[src/rtl/capture_bank_scheduler_if.sv]
// Capture/render bus between the sample path, the scheduler and the ping-pong BRAM write port.
// master drives samples and frame sync; slave is the scheduler.
interface capture_bank_scheduler_if #(
  parameter int ADDR_W = 10,
  parameter int DATA_W = 12
);
  logic              enable;
  logic              sample_valid;
  logic [DATA_W-1:0] sample_data;
  logic              frame_sync;
  logic              wr_en;
  logic              wr_bank;
  logic [ADDR_W-1:0] wr_addr;
  logic [DATA_W-1:0] wr_data;
  logic              rd_bank;
  logic              swap_pulse;
  logic [1:0]        state;
  logic [7:0]        skip_count;

  modport master (
    output enable, sample_valid, sample_data, frame_sync,
    input  wr_en, wr_bank, wr_addr, wr_data, rd_bank, swap_pulse, state, skip_count
  );

  modport slave (
    input  enable, sample_valid, sample_data, frame_sync,
    output wr_en, wr_bank, wr_addr, wr_data, rd_bank, swap_pulse, state, skip_count
  );
endinterface

[src/rtl/capture_bank_scheduler.sv]
// Ping-pong capture scheduler: arms a rising-edge trigger, fills the bank the renderer is not
// reading, and swaps banks on frame sync. Define SCOPE_AUTO_TRIG_EN for the ARMED-state auto trigger.
module capture_bank_scheduler #(
  parameter int                DEPTH        = 1024,
  parameter int                ADDR_W       = 10,
  parameter int                DATA_W       = 12,
  parameter logic [DATA_W-1:0] TRIG_LEVEL   = DATA_W'('h800),
  parameter int                AUTO_TIMEOUT = 4096
) (
  input logic                     CLK104MHZ,
  input logic                     rst,
  capture_bank_scheduler_if.slave bus
);

  typedef enum logic [1:0] {
    IDLE    = 2'd0,
    ARMED   = 2'd1,
    CAPTURE = 2'd2,
    FULL    = 2'd3
  } state_t;

  localparam logic [ADDR_W-1:0] LAST_ADDR = ADDR_W'(DEPTH - 1);

  state_t            state_q, state_d;
  logic              wr_en_q, wr_en_d;
  logic [ADDR_W-1:0] wr_addr_q, wr_addr_d;
  logic [DATA_W-1:0] wr_data_q, wr_data_d;
  logic [ADDR_W-1:0] next_addr_q, next_addr_d;
  logic [DATA_W-1:0] prev_q;
  logic              rd_bank_q;
  logic              swap_q, swap_d;
  logic [7:0]        skip_q;
  logic              level_trig;
  logic              auto_trig;

  assign level_trig = bus.sample_valid && (prev_q < TRIG_LEVEL) && (bus.sample_data >= TRIG_LEVEL);

`ifdef SCOPE_AUTO_TRIG_EN
  localparam int TO_W = $clog2(AUTO_TIMEOUT + 1);
  logic [TO_W-1:0] timeout_q;

  // The strobe that would make the count reach AUTO_TIMEOUT is itself the forced trigger.
  assign auto_trig = (state_q == ARMED) && bus.sample_valid &&
                     (timeout_q == TO_W'(AUTO_TIMEOUT - 1));

  always_ff @(posedge CLK104MHZ) begin
    if (rst || state_q != ARMED || state_d != ARMED) begin
      timeout_q <= '0;
    end else if (bus.sample_valid) begin
      timeout_q <= timeout_q + TO_W'(1);
    end
  end
`else
  assign auto_trig = 1'b0;
`endif

  always_comb begin
    // NOTE: every signal gets a default before the case so no path leaves it unassigned (no latch).
    state_d     = state_q;
    wr_en_d     = 1'b0;
    wr_addr_d   = wr_addr_q;
    wr_data_d   = wr_data_q;
    next_addr_d = next_addr_q;
    swap_d      = 1'b0;
    unique case (state_q)
      IDLE: begin
        if (bus.enable) state_d = ARMED;
      end
      ARMED: begin
        if (!bus.enable) begin
          state_d = IDLE;
        end else if (level_trig || auto_trig) begin
          state_d     = CAPTURE;
          wr_en_d     = 1'b1;
          wr_addr_d   = '0;
          wr_data_d   = bus.sample_data;
          next_addr_d = ADDR_W'(1);
        end
      end
      CAPTURE: begin
        if (!bus.enable) begin
          state_d = IDLE;
        end else if (bus.sample_valid) begin
          wr_en_d     = 1'b1;
          wr_addr_d   = next_addr_q;
          wr_data_d   = bus.sample_data;
          next_addr_d = next_addr_q + ADDR_W'(1);
          if (next_addr_q == LAST_ADDR) state_d = FULL;
        end
      end
      FULL: begin
        // A held record is only released by frame sync, even when capture is disabled.
        if (bus.frame_sync) begin
          swap_d  = 1'b1;
          state_d = bus.enable ? ARMED : IDLE;
        end
      end
    endcase
  end

  always_ff @(posedge CLK104MHZ) begin
    // NOTE: non-blocking assignments so every register samples pre-edge values.
    if (rst) begin
      state_q     <= IDLE;
      wr_en_q     <= 1'b0;
      wr_addr_q   <= '0;
      wr_data_q   <= '0;
      next_addr_q <= '0;
      prev_q      <= '0;
      rd_bank_q   <= 1'b0;
      swap_q      <= 1'b0;
      skip_q      <= '0;
    end else begin
      state_q     <= state_d;
      wr_en_q     <= wr_en_d;
      wr_addr_q   <= wr_addr_d;
      wr_data_q   <= wr_data_d;
      next_addr_q <= next_addr_d;
      swap_q      <= swap_d;
      if (bus.sample_valid) prev_q <= bus.sample_data;
      if (swap_d) rd_bank_q <= ~rd_bank_q;
      // Frame sync outside FULL means the renderer redraws an old record.
      if (bus.frame_sync && state_q != FULL && skip_q != 8'hFF) skip_q <= skip_q + 8'd1;
    end
  end

  assign bus.state      = state_q;
  assign bus.wr_en      = wr_en_q;
  assign bus.wr_addr    = wr_addr_q;
  assign bus.wr_data    = wr_data_q;
  assign bus.rd_bank    = rd_bank_q;
  assign bus.wr_bank    = ~rd_bank_q;
  assign bus.swap_pulse = swap_q;
  assign bus.skip_count = skip_q;

endmodule

[src/flat_wrapper.sv]
// flat-port wrapper written by rule: the top's interface ports become plain ports
module capture_bank_scheduler_flat 
#(
  parameter int                DEPTH        = 1024,
  parameter int                ADDR_W       = 10,
  parameter int                DATA_W       = 12,
  parameter logic [DATA_W-1:0] TRIG_LEVEL   = DATA_W'('h800),
  parameter int                AUTO_TIMEOUT = 4096
)
  (CLK104MHZ, rst, bus_enable, bus_sample_valid, bus_sample_data, bus_frame_sync, bus_wr_en, bus_wr_bank, bus_wr_addr, bus_wr_data, bus_rd_bank, bus_swap_pulse, bus_state, bus_skip_count);
  capture_bank_scheduler_if #(.ADDR_W(ADDR_W), .DATA_W(DATA_W)) bus_i ();
  input logic CLK104MHZ;
  input logic rst;
  input wire logic [$bits(bus_i.enable)-1:0] bus_enable;
  input wire logic [$bits(bus_i.sample_valid)-1:0] bus_sample_valid;
  input wire logic [$bits(bus_i.sample_data)-1:0] bus_sample_data;
  input wire logic [$bits(bus_i.frame_sync)-1:0] bus_frame_sync;
  output wire logic [$bits(bus_i.wr_en)-1:0] bus_wr_en;
  output wire logic [$bits(bus_i.wr_bank)-1:0] bus_wr_bank;
  output wire logic [$bits(bus_i.wr_addr)-1:0] bus_wr_addr;
  output wire logic [$bits(bus_i.wr_data)-1:0] bus_wr_data;
  output wire logic [$bits(bus_i.rd_bank)-1:0] bus_rd_bank;
  output wire logic [$bits(bus_i.swap_pulse)-1:0] bus_swap_pulse;
  output wire logic [$bits(bus_i.state)-1:0] bus_state;
  output wire logic [$bits(bus_i.skip_count)-1:0] bus_skip_count;
  assign bus_i.enable = bus_enable;
  assign bus_i.sample_valid = bus_sample_valid;
  assign bus_i.sample_data = bus_sample_data;
  assign bus_i.frame_sync = bus_frame_sync;
  assign bus_wr_en = bus_i.wr_en;
  assign bus_wr_bank = bus_i.wr_bank;
  assign bus_wr_addr = bus_i.wr_addr;
  assign bus_wr_data = bus_i.wr_data;
  assign bus_rd_bank = bus_i.rd_bank;
  assign bus_swap_pulse = bus_i.swap_pulse;
  assign bus_state = bus_i.state;
  assign bus_skip_count = bus_i.skip_count;
  capture_bank_scheduler #(.DEPTH(DEPTH), .ADDR_W(ADDR_W), .DATA_W(DATA_W), .TRIG_LEVEL(TRIG_LEVEL), .AUTO_TIMEOUT(AUTO_TIMEOUT)) u_core (.CLK104MHZ(CLK104MHZ), .rst(rst), .bus(bus_i));
endmodule
[config.mk]
export PLATFORM = sky130hd
export DESIGN_NAME = capture_bank_scheduler_flat
export DESIGN_NICKNAME = d
export VERILOG_FILES = /design/src/rtl/capture_bank_scheduler_if.sv /design/src/rtl/capture_bank_scheduler.sv /design/src/flat_wrapper.sv
export SDC_FILE = /design/constraint.sdc
export NUM_CORES = 1
export LEC_CHECK = 0
export CORE_ASPECT_RATIO = 0.75
export CORE_MARGIN = 4
export CORE_UTILIZATION = 38
export CTS_BUF_LIST = sky130_fd_sc_hd__clkbuf_8
export DETAILED_ROUTE_END_ITERATION = 12
export PLACE_DENSITY_LB_ADDON = 0.2
export SLEW_MARGIN = 20
export SYNTH_ARGS = -nofsm -noshare
export SYNTH_HDL_FRONTEND = slang
export SYNTH_SLANG_ARGS = --single-unit
export TNS_END_PERCENT = 50
[constraint.sdc]
create_clock -name CLK104MHZ -period 1.9 [get_ports CLK104MHZ]
set_input_delay 0.475 -clock CLK104MHZ [delete_from_list [all_inputs] [get_ports CLK104MHZ]]
set_output_delay 0.475 -clock CLK104MHZ [all_outputs]
set_load 0.05 [all_outputs]
; ---- Word-level counts from Yosys, hierarchy flattened
; Index checks and enable logic that the tools add are counted.
; W data, S select, Z words.
[word_totals]
reg_bits = 57
output_inout_bits = 36
elab_cells = 68
[op_classes]
add_sub_neg = 2
order_cmp = 2
eq_ne = 15
n_mux = 31
bitwise_logic = 1
n_reduce_logical = 8
[op_table]
columns = operator, n
row1 = $mux W10, 8
row2 = $mux W12, 4
row3 = $pmux W10 S2, 2
row4 = $pmux W12 S2, 1
row5 = $mux W2, 7
row6 = $ge A12 B12 Y1 const B, 1
row7 = $lt A12 B12 Y1 const B, 1
row8 = $ne A2 B2 Y1 const B, 6
row9 = $add A10 B1 Y10 const B, 1
row10 = $eq A10 B10 Y1 const B, 1
row11 = $reduce_and A5 Y1, 2
row12 = $add A8 B1 Y8 const B, 1
row13 = $ne A8 B8 Y1 const B, 1
row14 = $pmux W2 S4, 1
row15 = $mux W1, 7
row16 = $ne A3 B2 Y1 const B, 2
row17 = $eq A2 B2 Y1 const B, 2
row18 = $logic_and A1 B1 Y1, 4
row19 = $ne A3 B3 Y1 const B, 1
row20 = $eq A2 B1 Y1 const B, 1
row21 = $logic_not A2 Y1, 1
row22 = $ne A2 B1 Y1 const B, 1
row23 = $pmux W1 S2, 1
row24 = $reduce_bool A2 Y1, 1
row25 = $not A1 Y1, 1

; ---- Logic depth before layout (Yosys ltp)
; Gate-level depths: netlist (run 1).
[depth]
depth_word = 6
depth_mapped = 8
ltp_nobuf = 6

; ---- Worst setup path after synthesis (run 1)
; Ideal clock, no wire load.
[synth_path]
kind = register to register
from = register u_core.state_q[1], in the netlist u_core.bus.state[1]
to = register u_core.next_addr_q[5]
setup_time_ps = 70
arrival_ps = 2238
slack_ps = -408
stages_incl_launch_ff = 8
path_buffers = 1
cell_sequence = dfxtp_1 inv_1 ha_1 nand2b_4 a21o_1 buf_6 or4_1 a21oi_1
[synth_between]
elab_chain_cells = 3
word_cells_on_any_way = 9
[synth_rtl]
columns = item, line
row1 = from (decl), capture_bank_scheduler.sv:24  ; state_t state_q, state_d;
row2 = from (signal assigned), capture_bank_scheduler.sv:114  ; state_q <= state_d;
row3 = $eq A2 B1 Y1 or $eq A2 B2 Y1 (tied branches), capture_bank_scheduler.sv:65  ; unique case (state_q)
row4 = "$ne A2 B1 Y1 (no source line), or another cell as far along", --
row5 = $reduce_and A5 Y1 (no source line), --
row6 = to (signal assigned), capture_bank_scheduler.sv:118  ; next_addr_q <= next_addr_d;
row7 = to (decl), capture_bank_scheduler.sv:28  ; logic [ADDR_W-1:0] next_addr_q, next_addr_d;
; Parallel ways exist; a longest one is shown, timed or not.
; A chain may end at the register's enable or synchronous reset.

; ---- Worst setup path in the final report (run 1)
[layout_path]
from = register u_core.state_q[1], in the netlist u_core.bus.state[1]
to = register u_core.next_addr_q[9]
; The elaborated chain is that of the path after synthesis.

==> results.txt, run 1 <==
----------------------------------------------------
[Timing]
  Setup clock skew after layout ... 0.003988 ns
  Number of endpoints failing setup at the final stage ... 0
  Period utilisation layout ... 94.54%
  Fin. Hold Viols ... 0
  Final setup margin ... 0.1038 ns
  Least-Margin Pin Slew ... 0.5299 ns
  Rel. slew slack ... 63.76%
  Hold_ws ... 0.4603 ns
  Time the final worst path needs with I/O delays and setup ... 1.796 ns
  Peak clock frequency supported by timing ... 556.7 MHz
  RSZ-0062 raised after global routing ... false
  Slew Viols, Final ... 0

[Min path]
  Hold/Removal Path Class ... flop to flop
  Endpoint of the worst hold-timing path ... u_core.bus.wr_data[7]
  WHS Path Cells ... 2
  Startpoint of the tightest hold check path ... u_core.bus.wr_data[7]

[Floorplan]
  Height of the chip ... 70.84 um
  Die area ... 6502 um2
  Core Box Area ... 4982 um2
  Starting density of the core ... 40.16%
  Die boundary width ... 91.79 um
  Count of boundary I/O pins ... 53
  Rows ... 22

[Detailed routing]
  Routed wire length ... 4789 um
  Number of optimization iterations in the first detailed-route pass ... 4
  DR vias ... 1,803
  Final antenna-violating net count ... 0
  DRC ... 0
  Detailed router's first-iteration violation count ... 76
  Detail-routed net length per standard cell ... 12.91 um
  Via/cell ratio ... 4.860

[Yosys]
  Count of distinct cell types in the synthesized netlist ... 40
  Syn_area_per_cell ... 8.972 um2
  Most area-consuming cells after synthesis ... dfxtp_1 (46%), nand2_1 (6.8%), a21oi_1 (6.0%), a22o_1 (4.4%), ha_1 (4.4%)
  Synthesized area ... 2001 um2
  Synthesized netlist cell count ... 223
  Flip-flop cell with the highest count after synthesis ... dfxtp_1
  Mapped Nets ... 247
  Portion of synthesized cell area occupied by the leading cell type ... 46.03%
  Post-synth EDFFs ... 0
  Post-synthesis sequential area ratio ... 46.03%
  Synth Warn # ... 0
  Cell taking the most area after synthesis ... dfxtp_1
  Count of state elements after synthesis ... 46
  Fraction of registers with async set/reset ... 0%

[Critical path]
  Type of the worst setup path ... flop to flop
  Worst endpoint data arrival time ... 2.03 ns
  Combined buffer and inverter count along the critical path ... 1
  Required time worst endpoint ... 2.13 ns
  Critical Path Source Type ... flop
  Cell type of the slowest stage on the worst timing path ... a2111o_1
  Worst Setup End Kind ... flop
  Cell class contributing the biggest share of worst-path delay ... compound AO/OA/AOI/OAI gates
  Number of cells on the worst reg-to-reg path ... 6
  Crit-path cells ... inv_2 -> ha_4 -> nand3b_4 -> a2111o_1 -> or3_1 -> a21oi_1
  Register-to-Register Setup Slack ... 0.10 ns
  Reg-to-reg critical path startpoint ... u_core.bus.state[1]
  Crit path largest cell delay ... 0.47 ns
  Critical R2R Capture ... u_core.next_addr_q[9]
  Top fanout value on the critical path ... 6

[Clock network]
  Hold Buf Count CTS ... 0
  Root buf cell ... clkbuf_8
  Clock transition at the register clock pins on the worst setup and hold paths after CTS ... 0.09 ns
  Number of buffers created by CTS ... 5
  Max Root-Sink Buffers ... 2
  Depth of the CTS H-tree ... 2
  Clock latency reported for the late side of the worst-skew pair ... 0.30 ns
  CTS sink cnt ... 46
  Clock tree from TritonCTS ... yes

[Final layout]
  Cell area after layout ... 2820 um2
  Leading cell type in the layout, fill and taps excluded ... buf_4
  Layout Nets ... 322
  Top library cells by usage in the layout, fill and taps aside ... buf_4 (60), dfxtp_1 (43), nand2_1 (36)
  Final core utilization ... 56.60%
  Share of layout cells above drive strength 1 ... 27.09%
  Signed area change from the synthesized netlist to the final layout ... 40.96%
  ANT cells ... 0

[Placement]
  Final HPWL from detailed placement ... 3484 um
  Total of buffers placed on input and output ports ... 52
  Placement Setup Slack ... -0.3655 ns
  Dpl cell area ... 2671 um2
  Gpl congestion ... 0.8232

[Pwr]
  Leak ... 1.128 nW
  Sum of internal, switching and leakage power ... 2.033 mW
  Power density of the placed cells ... 720.8 nW/um2
  Peak supply drop ... 0.3799 mV

[GRT]
  Initial antenna violation count ... 0
  Vias in the first global route ... 1,601
  GRT Total Usage ... 14.95%
  GR Overflow Total ... 0
  Wire length of the first global-routing pass ... 7769 um
  Maximum number of pins on one net before global-route repair ... 23

[Outcome]
  Result of the run ... finished clean

[Flow run]
  # Max-Cap Violations ... 0

----------------------------------------------------
[stage by stage]
step | instances | setup TNS, ns
2_1_floorplan | 223 | 0
4_1_cts | 369 | 0
3_3_place_gp | 361 | -4.479
6_report | 371 | 0
3_5_place_dp | 361 | -5.282
5_1_grt | 371 | 0
[layout make-up]
type	count	area, um2
Sequential cell	46	927.1
Clock buffer	5	68.82
Tap cell	72	90.09
Multi-Input combinational cell	161	1031
Clock inverter	3	43.79
Timing Repair Buffer	77	633.1
Inverter	7	26.28
Fill cell	457	2162
[Yosys cell counts (3+ instances only)]
cell and count:
dfxtp_1 46, nand2_1 36, a21oi_1 24, nor2_1 17, a22o_1 10, nand3_1 8
ha_1 7, inv_1 7, clkbuf_1 6, o31ai_1 5, or4_1 5, xnor2_1 5
nor2b_1 4, o21ai_0 4, a211oi_1 3, or3_1 3, xor2_1 3
[flip-flops by register name, summed over array words and instances (netlist names)]
| signal | count |
|---|---|
| u_core.bus.skip_count | 8 |
| u_core.prev_q | 1 |
| u_core.bus.state | 2 |
| u_core.bus.swap_pulse | 1 |
| u_core.bus.wr_en | 1 |
| u_core.bus.wr_addr | 10 |
| u_core.next_addr_q | 10 |
| u_core.bus.rd_bank | 1 |
| u_core.bus.wr_data | 12 |
[logic make-up after synthesis]
kind of cell	synth area share (%)
AO/OA/AOI/OAI	19.51
XOR/XNOR	3.502
adder cells (fa/ha/maj)	4.378
buffers and inverters	3.502
flip-flops	46.03
multiplexers	1.001
AND/OR/NAND/NOR	22.08
[tightest hold or removal path: stages, from the launching register on]
cell,delay [ns]
dfxtp_1,0.32
nand2_1,0.05
a21oi_1,0.05
[timing repair]
action                                  4_1_cts  5_1_grt
gates cloned                                  0        0
endpoints found under the hold margin         0        0
pin swaps                                     0        2
endpoints found under the setup margin       10       14
buffers inserted                              0        2
resized for setup                             1        3
[how the worst max path moves through the flow]
stage | slack (ns) | cells past startpoint | to | startpoint
after floorplan | 0.006 | 5 | u_core.bus.skip_count[7] | u_core.bus.skip_count[1]
after global placement | -0.28 | 5 | u_core.bus.wr_addr[4] | bus_sample_data[11]
after detailed placement | -0.37 | 5 | u_core.bus.wr_addr[2] | bus_sample_data[11]
after CTS | 0.03 | 6 | u_core.next_addr_q[9] | u_core.bus.state[1]
after global routing | 0.01 | 6 | u_core.next_addr_q[6] | u_core.bus.state[0]
final | 0.10 | 6 | u_core.next_addr_q[9] | u_core.bus.state[1]
[where the power goes]
group	switching [mW]	internal [mW]
sequential	0.0210	0.981
clock	0.348	0.395
combinational	0.159	0.129
[per-layer routing]
metal / GRT usage [%] / vias up / part of all wire, %
met3: 5.951 / 4 / 8.4
met5: 0 / - / 0
met2: 20.57 / 46 / 41
li1: - / 944 / -
met1: 20.82 / 809 / 50
met4: 5.931 / 0 / 1.1
No activity file was read; power rests on OpenSTA's default activity.
==> run 2: changes to the inputs <==
==> constraint.sdc (replaced) <==
create_clock -name CLK104MHZ -period 1.6 [get_ports CLK104MHZ]
set_input_delay 0.4 -clock CLK104MHZ [delete_from_list [all_inputs] [get_ports CLK104MHZ]]
set_output_delay 0.4 -clock CLK104MHZ [all_outputs]
set_load 0.05 [all_outputs]
==> run 2 against run 1 <==
Against the previous run:
- the flow now finishes with violations (setup timing)
- register-to-register slack lost 0.20 ns
- cell area grew 25%
- critical path depth did not move
- worst setup slack got worse by 0.20 ns
- first-iteration DRC count up 24%
- clock power up 13%
- wire length up 12%
- critical endpoint is now u_core.next_addr_q[7]
- largest cell class is now buffers
==> results.txt, run 2 (synthesis results as in run 1) <==
----------------------------------------------------
[Timing]
  Time the final worst path needs with I/O delays and setup ... 1.696 ns
  Number of endpoints failing setup at the final stage ... 8
  Fin. Hold Viols ... 0
  Least-Margin Pin Slew ... 0.4559 ns
  Setup clock skew after layout ... 0.006528 ns
  Period utilisation layout ... 106.0%
  Slew Viols, Final ... 0
  RSZ-0062 raised after global routing ... true
  Peak clock frequency supported by timing ... 589.5 MHz
  Final setup margin ... -0.09622 ns
  Rel. slew slack ... 69.58%

[Clock network]
  Max Root-Sink Buffers ... 2
  CTS sink cnt ... 46
  Clock tree from TritonCTS ... yes
  Depth of the CTS H-tree ... 2
  Number of buffers created by CTS ... 5
  Clock transition at the register clock pins on the worst setup and hold paths after CTS ... 0.08 ns
  Clock latency reported for the late side of the worst-skew pair ... 0.30 ns
  Root buf cell ... clkbuf_8

[Final layout]
  Layout Nets ... 346
  Signed area change from the synthesized netlist to the final layout ... 76.36%
  Largest register FFs ... 12
  Share of layout cells above drive strength 1 ... 36.84%
  Cell area after layout ... 3528 um2
  Filler cells ... 383
  Top library cells by usage in the layout, fill and taps aside ... buf_4 (47), dfxtp_1 (39), buf_12 (37)
  ANT cells ... 0
  Leading cell type in the layout, fill and taps excluded ... buf_4

[Critical path]
  Reg-to-reg critical path startpoint ... u_core.bus.state[1]
  Crit path largest cell delay ... 0.42 ns
  Worst Setup End Kind ... flop
  Critical R2R Capture ... u_core.next_addr_q[7]
  Required time worst endpoint ... 1.84 ns
  Type of the worst setup path ... flop to flop
  Cell type of the slowest stage on the worst timing path ... a2111o_1
  Worst endpoint data arrival time ... 1.93 ns
  Register-to-Register Setup Slack ... -0.1 ns
  Critical Path Source Type ... flop
  Crit-path cells ... inv_4 -> ha_4 -> nand2b_4 -> a2111o_1 -> or3_4 -> a21oi_2
  Top fanout value on the critical path ... 5
  Number of cells on the worst reg-to-reg path ... 6

[Detailed routing]
  Detail-routed net length per standard cell ... 13.58 um
  Final antenna-violating net count ... 0
  Number of optimization iterations in the first detailed-route pass ... 4
  Routed wire length ... 5364 um
  DRC ... 0
  DR vias ... 1,951
  Via/cell ratio ... 4.939
  Detailed router's first-iteration violation count ... 94

[Min path]
  Endpoint of the worst hold-timing path ... u_core.bus.wr_data[6]
  Startpoint of the tightest hold check path ... u_core.bus.wr_data[6]
  WHS Path Cells ... 2
  Hold/Removal Path Class ... flop to flop

[Placement]
  Total of buffers placed on input and output ports ... 52
  Gpl congestion ... 0.8827
  Final HPWL from detailed placement ... 4018 um
  Dpl cell area ... 3312 um2

[Floorplan]
  Starting density of the core ... 40.16%
  Rows ... 22
  Die boundary width ... 91.79 um
  Core Box Area ... 4982 um2
  Count of boundary I/O pins ... 53
  Die area ... 6502 um2
  Height of the chip ... 70.84 um

[GRT]
  Initial antenna violation count ... 0
  Wire length of the first global-routing pass ... 8880 um
  Maximum number of pins on one net before global-route repair ... 24
  GR Overflow Total ... 0
  GRT Total Usage ... 16.83%
  Vias in the first global route ... 1,922

[Pwr]
  Leak ... 1.357 nW
  Peak supply drop ... 0.5091 mV
  Power density of the placed cells ... 704.9 nW/um2
  Sum of internal, switching and leakage power ... 2.487 mW

[Outcome]
  Result of the run ... complete, but fails checks
  Failing checks ... setup timing

[Flow run]
  # Max-Cap Violations ... 0

----------------------------------------------------
## run 2: critical path: cells and delay by family, from the launching register on
| kind | cells | cell delay (ns) |
|---|---|---|
| buffers and inverters | 1 | 0.04 |
| AND/OR/NAND/NOR | 2 | 0.50 |
| adder cells (fa/ha/maj) | 1 | 0.17 |
| flip-flops | 1 | 0.39 |
| AO/OA/AOI/OAI | 2 | 0.54 |
## run 2: stage by stage
step / TNS, ns / instances / hold WS (ns) / setup slack, ns / utilization (%)
finish: -0.4503 / 395 / 0.4931 / -0.09622 / 70.82
global route: -2.635 / 395 / 0.5166 / -0.1577 / 70.82
CTS: -0.2434 / 392 / 0.4967 / -0.06644 / 69.46
detailed placement: -13.80 / 383 / 0.4852 / -0.5925 / 66.47
global placement: -12.01 / 383 / 0.4788 / -0.5186 / 66.47
floorplan: -1.986 / 223 / 0.4696 / -0.1632 / -
## run 2: cell type report
class	count	area [um2]	share of cell area, %
Timing Repair Buffer	101	1262	35.78
Tap cell	72	90.09	2.553
Sequential cell	46	937.1	26.56
Inverter	7	28.78	0.8156
Clock buffer	5	68.82	1.950
Clock inverter	3	37.54	1.064
Multi-Input combinational cell	161	1104	31.28
## run 2: repair_timing
item	in CTS	in global routing
setup endpoints to repair	20	34
resized for setup	9	11
hold buffers	0	0
pin swaps	2	6
buffers inserted	1	3
## run 2: report_power, final
group / switching, mW / internal, mW
Clock: 0.384 / 0.455
Combinational: 0.220 / 0.238
Sequential: 0.0252 / 1.17
Total: 0.629 / 1.86
## run 2: metal layers
| layer | global-route usage (%) | up-vias | routed length [um] |
|---|---|---|---|
| met3 | 7.226 | 7 | 491 |
| met1 | 21.83 | 904 | 2462 |
| met5 | 0 | - | 0 |
| met4 | 5.107 | 0 | 53 |
| met2 | 25.51 | 49 | 2356 |
| li1 | - | 991 | - |
## run 2: worst max path at each step
stage | from | to | slack [ns] | cells after the start
after floorplan | u_core.bus.state[1] | u_core.next_addr_q[6] | -0.16 | 7
after global placement | bus_sample_data[11] | u_core.bus.wr_addr[5] | -0.52 | 5
after detailed placement | bus_sample_data[11] | u_core.bus.wr_addr[4] | -0.59 | 5
after CTS | u_core.bus.state[1] | u_core.next_addr_q[9] | -0.07 | 6
after global routing | u_core.bus.state[1] | u_core.next_addr_q[7] | -0.16 | 6
final | u_core.bus.state[1] | u_core.next_addr_q[7] | -0.1 | 6
==> run 3: changes to the inputs <==
--- a/config.mk
+++ b/config.mk
@@ -5,9 +5,10 @@
 export SDC_FILE = /design/constraint.sdc
 export NUM_CORES = 1
 export LEC_CHECK = 0
+export ABC_AREA = 1
 export CORE_ASPECT_RATIO = 0.75
 export CORE_MARGIN = 4
-export CORE_UTILIZATION = 38
+export CORE_UTILIZATION = 46
 export CTS_BUF_LIST = sky130_fd_sc_hd__clkbuf_8
 export DETAILED_ROUTE_END_ITERATION = 12
 export PLACE_DENSITY_LB_ADDON = 0.2
==> run 3 against run 2 <==
Against the previous run:
- the run now ends clean
- hold slack worse by 0.0025 ns
- area after synthesis up 10%
- largest power group is now combinational cells
- sequential power up 22%
- largest cell class is now multi-input combinational cells
- cell area down 1.9%
- wire length up 10%
- combinational power rose to 4.5 times the previous value
- die area down 8.2%
- maximum frequency up 9.3%
- register-to-register slack better by 0.19 ns
- synthesized cell count up 38%
- first-iteration DRC count up 49%
- via count up 15%
==> results.txt, run 3 <==
----------------------------------------------------
[Pwr]
  Sequential cell fraction of total power ... 34.2%
  Leak ... 1.368 nW
  Cell internal pwr ... 2.542 mW
  Comb power frac ... 48.4%
  Peak supply drop ... 1.033 mV
  Switching power ... 1.688 mW
  Switching fraction of total power ... 39.91%
  Clock power frac ... 17.4%
  Sum of internal, switching and leakage power ... 4.231 mW
  Power density of the placed cells ... 1222 nW/um2

[GRT]
  Vias in the first global route ... 2,183
  GR Overflow Total ... 0
  Wire length of the first global-routing pass ... 9515 um
  GRT Total Usage ... 20.65%
  Initial antenna violation count ... 0
  Maximum number of pins on one net before global-route repair ... 21

[Clock network]
  Clock transition at the register clock pins on the worst setup and hold paths after CTS ... 0.08 ns
  Clock tree from TritonCTS ... yes
  Clock latency reported for the late side of the worst-skew pair ... 0.30 ns
  Root buf cell ... clkbuf_8
  Number of buffers created by CTS ... 5
  Depth of the CTS H-tree ... 2
  CTS sink cnt ... 46
  Max Root-Sink Buffers ... 2
  Hold Buf Count CTS ... 0

[Timing]
  Hold_ws ... 0.4906 ns
  Peak clock frequency supported by timing ... 644.2 MHz
  Number of endpoints failing setup at the final stage ... 0
  Time the final worst path needs with I/O delays and setup ... 1.552 ns
  Least-Margin Pin Slew ... 0.2893 ns
  Rel. slew slack ... 80.69%
  Final setup margin ... 0.04777 ns
  Period utilisation layout ... 97.01%
  Setup clock skew after layout ... 0.006576 ns
  Slew Viols, Final ... 0
  Fin. Hold Viols ... 0

[Final layout]
  Layout Nets ... 408
  Filler cells ... 335
  Top library cells by usage in the layout, fill and taps aside ... nand2_1 (98), dfxtp_1 (40), buf_12 (36)
  Final core utilization ... 76.16%
  Cell area after layout ... 3462 um2
  ANT cells ... 0
  Largest register FFs ... 12
  Leading cell type in the layout, fill and taps excluded ... nand2_1
  Signed area change from the synthesized netlist to the final layout ... 57.31%
  Share of layout cells above drive strength 1 ... 27.79%

[Detailed routing]
  DR vias ... 2,235
  Number of optimization iterations in the first detailed-route pass ... 4
  Detail-routed net length per standard cell ... 13.35 um
  Final antenna-violating net count ... 0
  DRC ... 0
  Routed wire length ... 5901 um
  Via/cell ratio ... 5.057
  Detailed router's first-iteration violation count ... 140

[Yosys]
  Most repeated cell in the gate-level netlist after synthesis ... nand2_1
  Commonest cells post-synth ... nand2_1 (98), dfxtp_1 (46), a21oi_1 (36)
  Syn_area_per_cell ... 7.169 um2
  Flip-flop cell with the highest count after synthesis ... dfxtp_1
  Count of distinct cell types in the synthesized netlist ... 31
  Fraction of registers with async set/reset ... 0%
  Synth Warn # ... 0
  Synthesized area ... 2201 um2
  Count of state elements after synthesis ... 46
  Synthesized netlist cell count ... 307
  Most area-consuming cells after synthesis ... dfxtp_1 (42%), nand2_1 (17%), a21oi_1 (8.2%), inv_1 (4.3%), ha_1 (4.0%)
  Cell taking the most area after synthesis ... dfxtp_1
  Mapped Nets ... 331
  Portion of synthesized cell area occupied by the leading cell type ... 41.84%
  Post-synthesis sequential area ratio ... 41.84%
  Post-synth EDFFs ... 0

[Min path]
  Hold/Removal Path Class ... flop to flop
  Startpoint of the tightest hold check path ... u_core.prev_q[11]

[Floorplan]
  Starting density of the core ... 48.42%
  Core Box Area ... 4546 um2
  Rows ... 21
  Height of the chip ... 67.91 um
  Die area ... 5967 um2
  Count of boundary I/O pins ... 53
  Die boundary width ... 87.87 um

[Critical path]
  Top fanout value on the critical path ... 7
  Crit path largest cell delay ... 0.51 ns
  Cell type of the slowest stage on the worst timing path ... clkdlybuf4s50_1
  Worst endpoint data arrival time ... 1.79 ns
  Reg-to-reg critical path startpoint ... u_core.bus.state[0]
  Timing startpoint of the critical path ... bus_sample_valid
  Critical Path Source Type ... input pin
  Crit-path cells ... clkdlybuf4s50_1 -> inv_1 -> nand2_1 -> nand3_4 -> inv_4 -> buf_4 -> nand4_1 -> a21oi_2
  Worst Setup End Kind ... flop
  Type of the worst setup path ... input pin to flop
  Required time worst endpoint ... 1.84 ns

[Placement]
  Final HPWL from detailed placement ... 4234 um
  Gpl congestion ... 0.8545
  Dpl cell area ... 3291 um2
  Total of buffers placed on input and output ports ... 52
  Placement Setup Slack ... -0.2792 ns

[Outcome]
  Result of the run ... finished clean

[Flow run]
  # Max-Cap Violations ... 0

----------------------------------------------------
## run 3: cell count changes after synthesis, sizes merged, moves of 5 or more
cell and delta:
o21ai +7, o31ai -5, nor2 +8, a22o -10
nand3 +6, inv +25, or4 -5, nand2 +69
a21oi +12, nand4 +5, xnor2 -5
## run 3: metrics by stage
stage          setup TNS [ns]  cells
4_1_cts                     0    439
2_1_floorplan        -0.01031    307
5_1_grt              -0.01788    442
3_3_place_gp           -5.287    431
3_5_place_dp           -6.813    431
6_report                    0    442
## run 3: worst paths after layout
path / endpoint / slack [ns] / cells after the start
setup / recovery: u_core.next_addr_q[9] / 0.05 / 8
hold / removal: u_core.prev_q[11] / 0.49 / 2
setup reg to reg: u_core.next_addr_q[9] / 0.09 / 9
hold reg to reg: u_core.prev_q[11] / 0.49 / 2
## run 3: timing repair
item	4_1_cts	5_1_grt
hold endpoints to repair	0	0
resized for setup	3	15
gates cloned	0	1
endpoints found under the setup margin	1	28
buffers inserted	0	2
pin swaps	0	2
## run 3: layer usage
metal,wire [um],vias to the layer above,share of wire [%],global-route usage [%]
met5,0,-,0,0
met4,120,0,2.0,10.54
met3,455,16,7.7,5.776
met2,2668,70,45,31.86
met1,2657,1015,45,26.51
li1,-,1134,-,-
## run 3: final cells by class
type	instances	area, um2	share of cell area [%]
clock buffers	6	82.58	2.385
clock inverters	2	8.758	0.2530
multi-input cells	220	1155	33.36
inverters	32	125.1	3.614
repair buffers	79	1086	31.37
well taps	57	71.32	2.060
flip-flops and latches	46	933.4	26.96
## run 3: logic make-up after synthesis
family	count (synthesis)	synth area share [%]
buf+inv	42	8.300
compound gates	49	11.31
flops	46	41.84
xor+xnor	4	1.592
fa+ha+maj	7	3.979
simple gates	159	32.97
## run 3: critical path: cells and delay by family
kind,cells,cell delay (ns)
AOI/OAI and AO/OA,1,0.16
and+or+nand+nor,3,0.36
buffers and inverters,4,0.87
## run 3: power by group through the flow
| stage | registers [mW] | clock network [mW] | logic [mW] |
|---|---|---|---|
| after floorplan | 1.77 | 0 | 0.755 |
| after global placement | 1.45 | 0 | 1.91 |
| after detailed placement | 1.46 | 0 | 1.94 |
| after CTS | 1.43 | 0.747 | 1.96 |
| after global routing | 1.47 | 0.797 | 2.21 |
| final | 1.45 | 0.738 | 2.05 |
==> variant, RTL diff (flow settings as in run 2) <==
Add a define of `SCOPE_AUTO_TRIG_EN`.
--- a/src/rtl/capture_bank_scheduler.sv
+++ b/src/rtl/capture_bank_scheduler.sv
@@ -1,4 +1,6 @@
 // Ping-pong capture scheduler: arms a rising-edge trigger, fills the bank the renderer is not
 // reading, and swaps banks on frame sync. Define SCOPE_AUTO_TRIG_EN for the ARMED-state auto trigger.
+`define SCOPE_AUTO_TRIG_EN
+
 module capture_bank_scheduler #(
   parameter int                DEPTH        = 1024,
Behaviour: same outputs for any inputs over 10 cycles, from zero or initial values and one cycle with rst high; that may be too few to reach the edited logic, so the function may still have changed.
==> variant against run 2 <==
The flow still finishes with violations (negative setup slack); design area grew 34%; total power up 40%; routed wire length grew 47%; highest routed layer unchanged; sequential power grew 29%; utilization down 1.7 points; worst setup slack lost 86 ps; via count up 41%; largest power group unchanged; area after synthesis is 33% higher; critical path depth is 4 higher; die area is 30% higher; clock skew decreased by 0.93 ps; worst hold slack worse by 6.1 ps; sequential cell count increased by 13.
==> variant: results (changes against run 2) <==
| Metric | Value |
|---|---|
| Critical Path Fanout Max | 13 (+8) |
| Routed wire per std cell | 14.5 um (+7.1%) |
| HPWL after detailed placement | 5490 um (+37%) |
| Max_slew headroom | 0.800 (+0.104) |
| WL met1 | 3480 um (+41%) |
| Final Skew | 5.59 ps (-0.934 ps) |
| Postcts setup bufs | 7 (+6) |
| Failing checks | negative setup slack |
| Clk_lat worst skew | 340 ps (+40 ps) |
| Synth top cells by count | 59 x dfxtp_1, 50 x nand2_1, 36 x nor2_1 |
| Crit path DAT | 2060 ps (+130 ps) |
| Layout Cells excl Fill | 541 (+37%) |
| DP Area | 4220 um2 (+27%) |
| Worst VDD drop | 0.421 mV (-17%) |
| Routed vias/inst | 5.08 (+2.8%) |
| Syn Nets | 340 (+38%) |
| Setup violators final | 43 (+35) |
| Top cells by area, synth | dfxtp_1 44%, nand2_1 7.0%, a21oi_1 5.4%, nor2_1 5.1%, nand3_1 4.3% |
| Mapped Cells | 316 (+42%) |
| Critical path's slowest cell | dfxtp_4 |
| Final setup TNS | -2920 ps (-2470 ps) |
| Yosys cell types | 46 (+15%) |
| WL met2 | 3800 um (+61%) |
| Placed cells | 513 (+34%) |
| Layout Nets | 477 (+38%) |
| PnR worst setup slack | -182 ps (-86.0 ps) |
| Cts repair resizes | 36 (+27) |
| Fraction of synthesized cell area taken by the top area cell type | 0.443 (-0.0175) |
| LEAKAGE | 1.84 nW (+36%) |
| Fillers | 510 (+33%) |
| Met2 usage | 0.332 (+0.0766) |
| Met3 wire len | 387 um (-21%) |
| Sequential area share after synthesis | 0.443 (-0.0175) |
| First-pass GRT wire length | 13,100 um (+48%) |
| Post-synthesis mux area share | 0.0113 (+0.00125) |
| Max reg flops | 13 (+1) |
| Status | finished with violations |
| Number of buffers added on ports | 52 (unchanged) |
| Global-route usage over all layers | 0.197 (+0.0283) |
| Routing usage on met3 | 0.0651 (-0.00720) |
| Synth Area in Compound Gates | 0.139 (-0.0558) |
| Critical path's top delay family | buffers and inverters |
| Iter 0 DRT Violations | 97 (+3.2%) |
| H-Tree Depth | 3 (+1) |
| Vias in the first global route | 2,819 (+47%) |
| Layout cells sized above 1 | 0.414 (+0.0451) |
| Post-Synth XOR/XNOR Area | 0.0755 (+0.0405) |
| Pre-CTS setup slack | -607 ps (-15.0 ps) |
| CP max stage delay | 400 ps (-20 ps) |
| Adder-cell share of the synthesized area | 0.0328 (-0.0109) |
## variant: cell count changes after synthesis, moves of 4 or more
| cell | change |
|---|---|
| o31ai_1 | -4 |
| a21oi_1 | +5 |
| dfxtp_1 | +13 |
| nand2_1 | +14 |
| a22o_1 | -10 |
| xor2_1 | +7 |
| nor2_1 | +19 |
| xnor2_1 | +8 |
| or4_1 | -4 |
| nor4_1 | +4 |
| nor3_1 | +6 |
| nand3_1 | +15 |
## variant: power by group
group	internal [mW]	total (mW)	switching, mW
logic	0.278	0.566	0.288
registers	1.50	1.53	0.0293
clock network	0.793	1.39	0.601
## variant: logic make-up after synthesis
logic type | count (synthesis)
XOR/XNOR | 23
multiplexers | 3
AND/OR/NAND/NOR | 143
AO/OA/AOI/OAI | 57
adder cells (fa/ha/maj) | 7
flip-flops | 59
buffers and inverters | 24
## variant: worst register-to-register path, delay by kind of cell (launching register included)
kind	cells	cell delay, ps
buffers and inverters	4	520
flip-flops	1	400
AND/OR/NAND/NOR	3	230
adder cells (fa/ha/maj)	1	190
AO/OA/AOI/OAI	2	400
## variant: final timing paths
kind / slack (ps) / start / to / cells past startpoint
hold / removal: 490 / u_core.bus.wr_addr[4] / u_core.bus.wr_addr[4] / 2
hold reg to reg: 490 / u_core.bus.wr_addr[4] / u_core.bus.wr_addr[4] / 2
setup reg to reg: -180 / u_core.bus.state[0] / u_core.timeout_q[5] / 10
setup / recovery: -180 / u_core.bus.state[0] / u_core.timeout_q[5] / 10
## variant: cell type report
cell class,count,area [um2],share of cell area
inverter,9,36.3,0.00769
sequential,59,1200,0.254
clock inverter,4,48.8,0.0103
timing repair buffer,140,1590,0.336
tap,84,105,0.0223
multi-input combinational,234,1590,0.338
clock buffer,11,151,0.0321
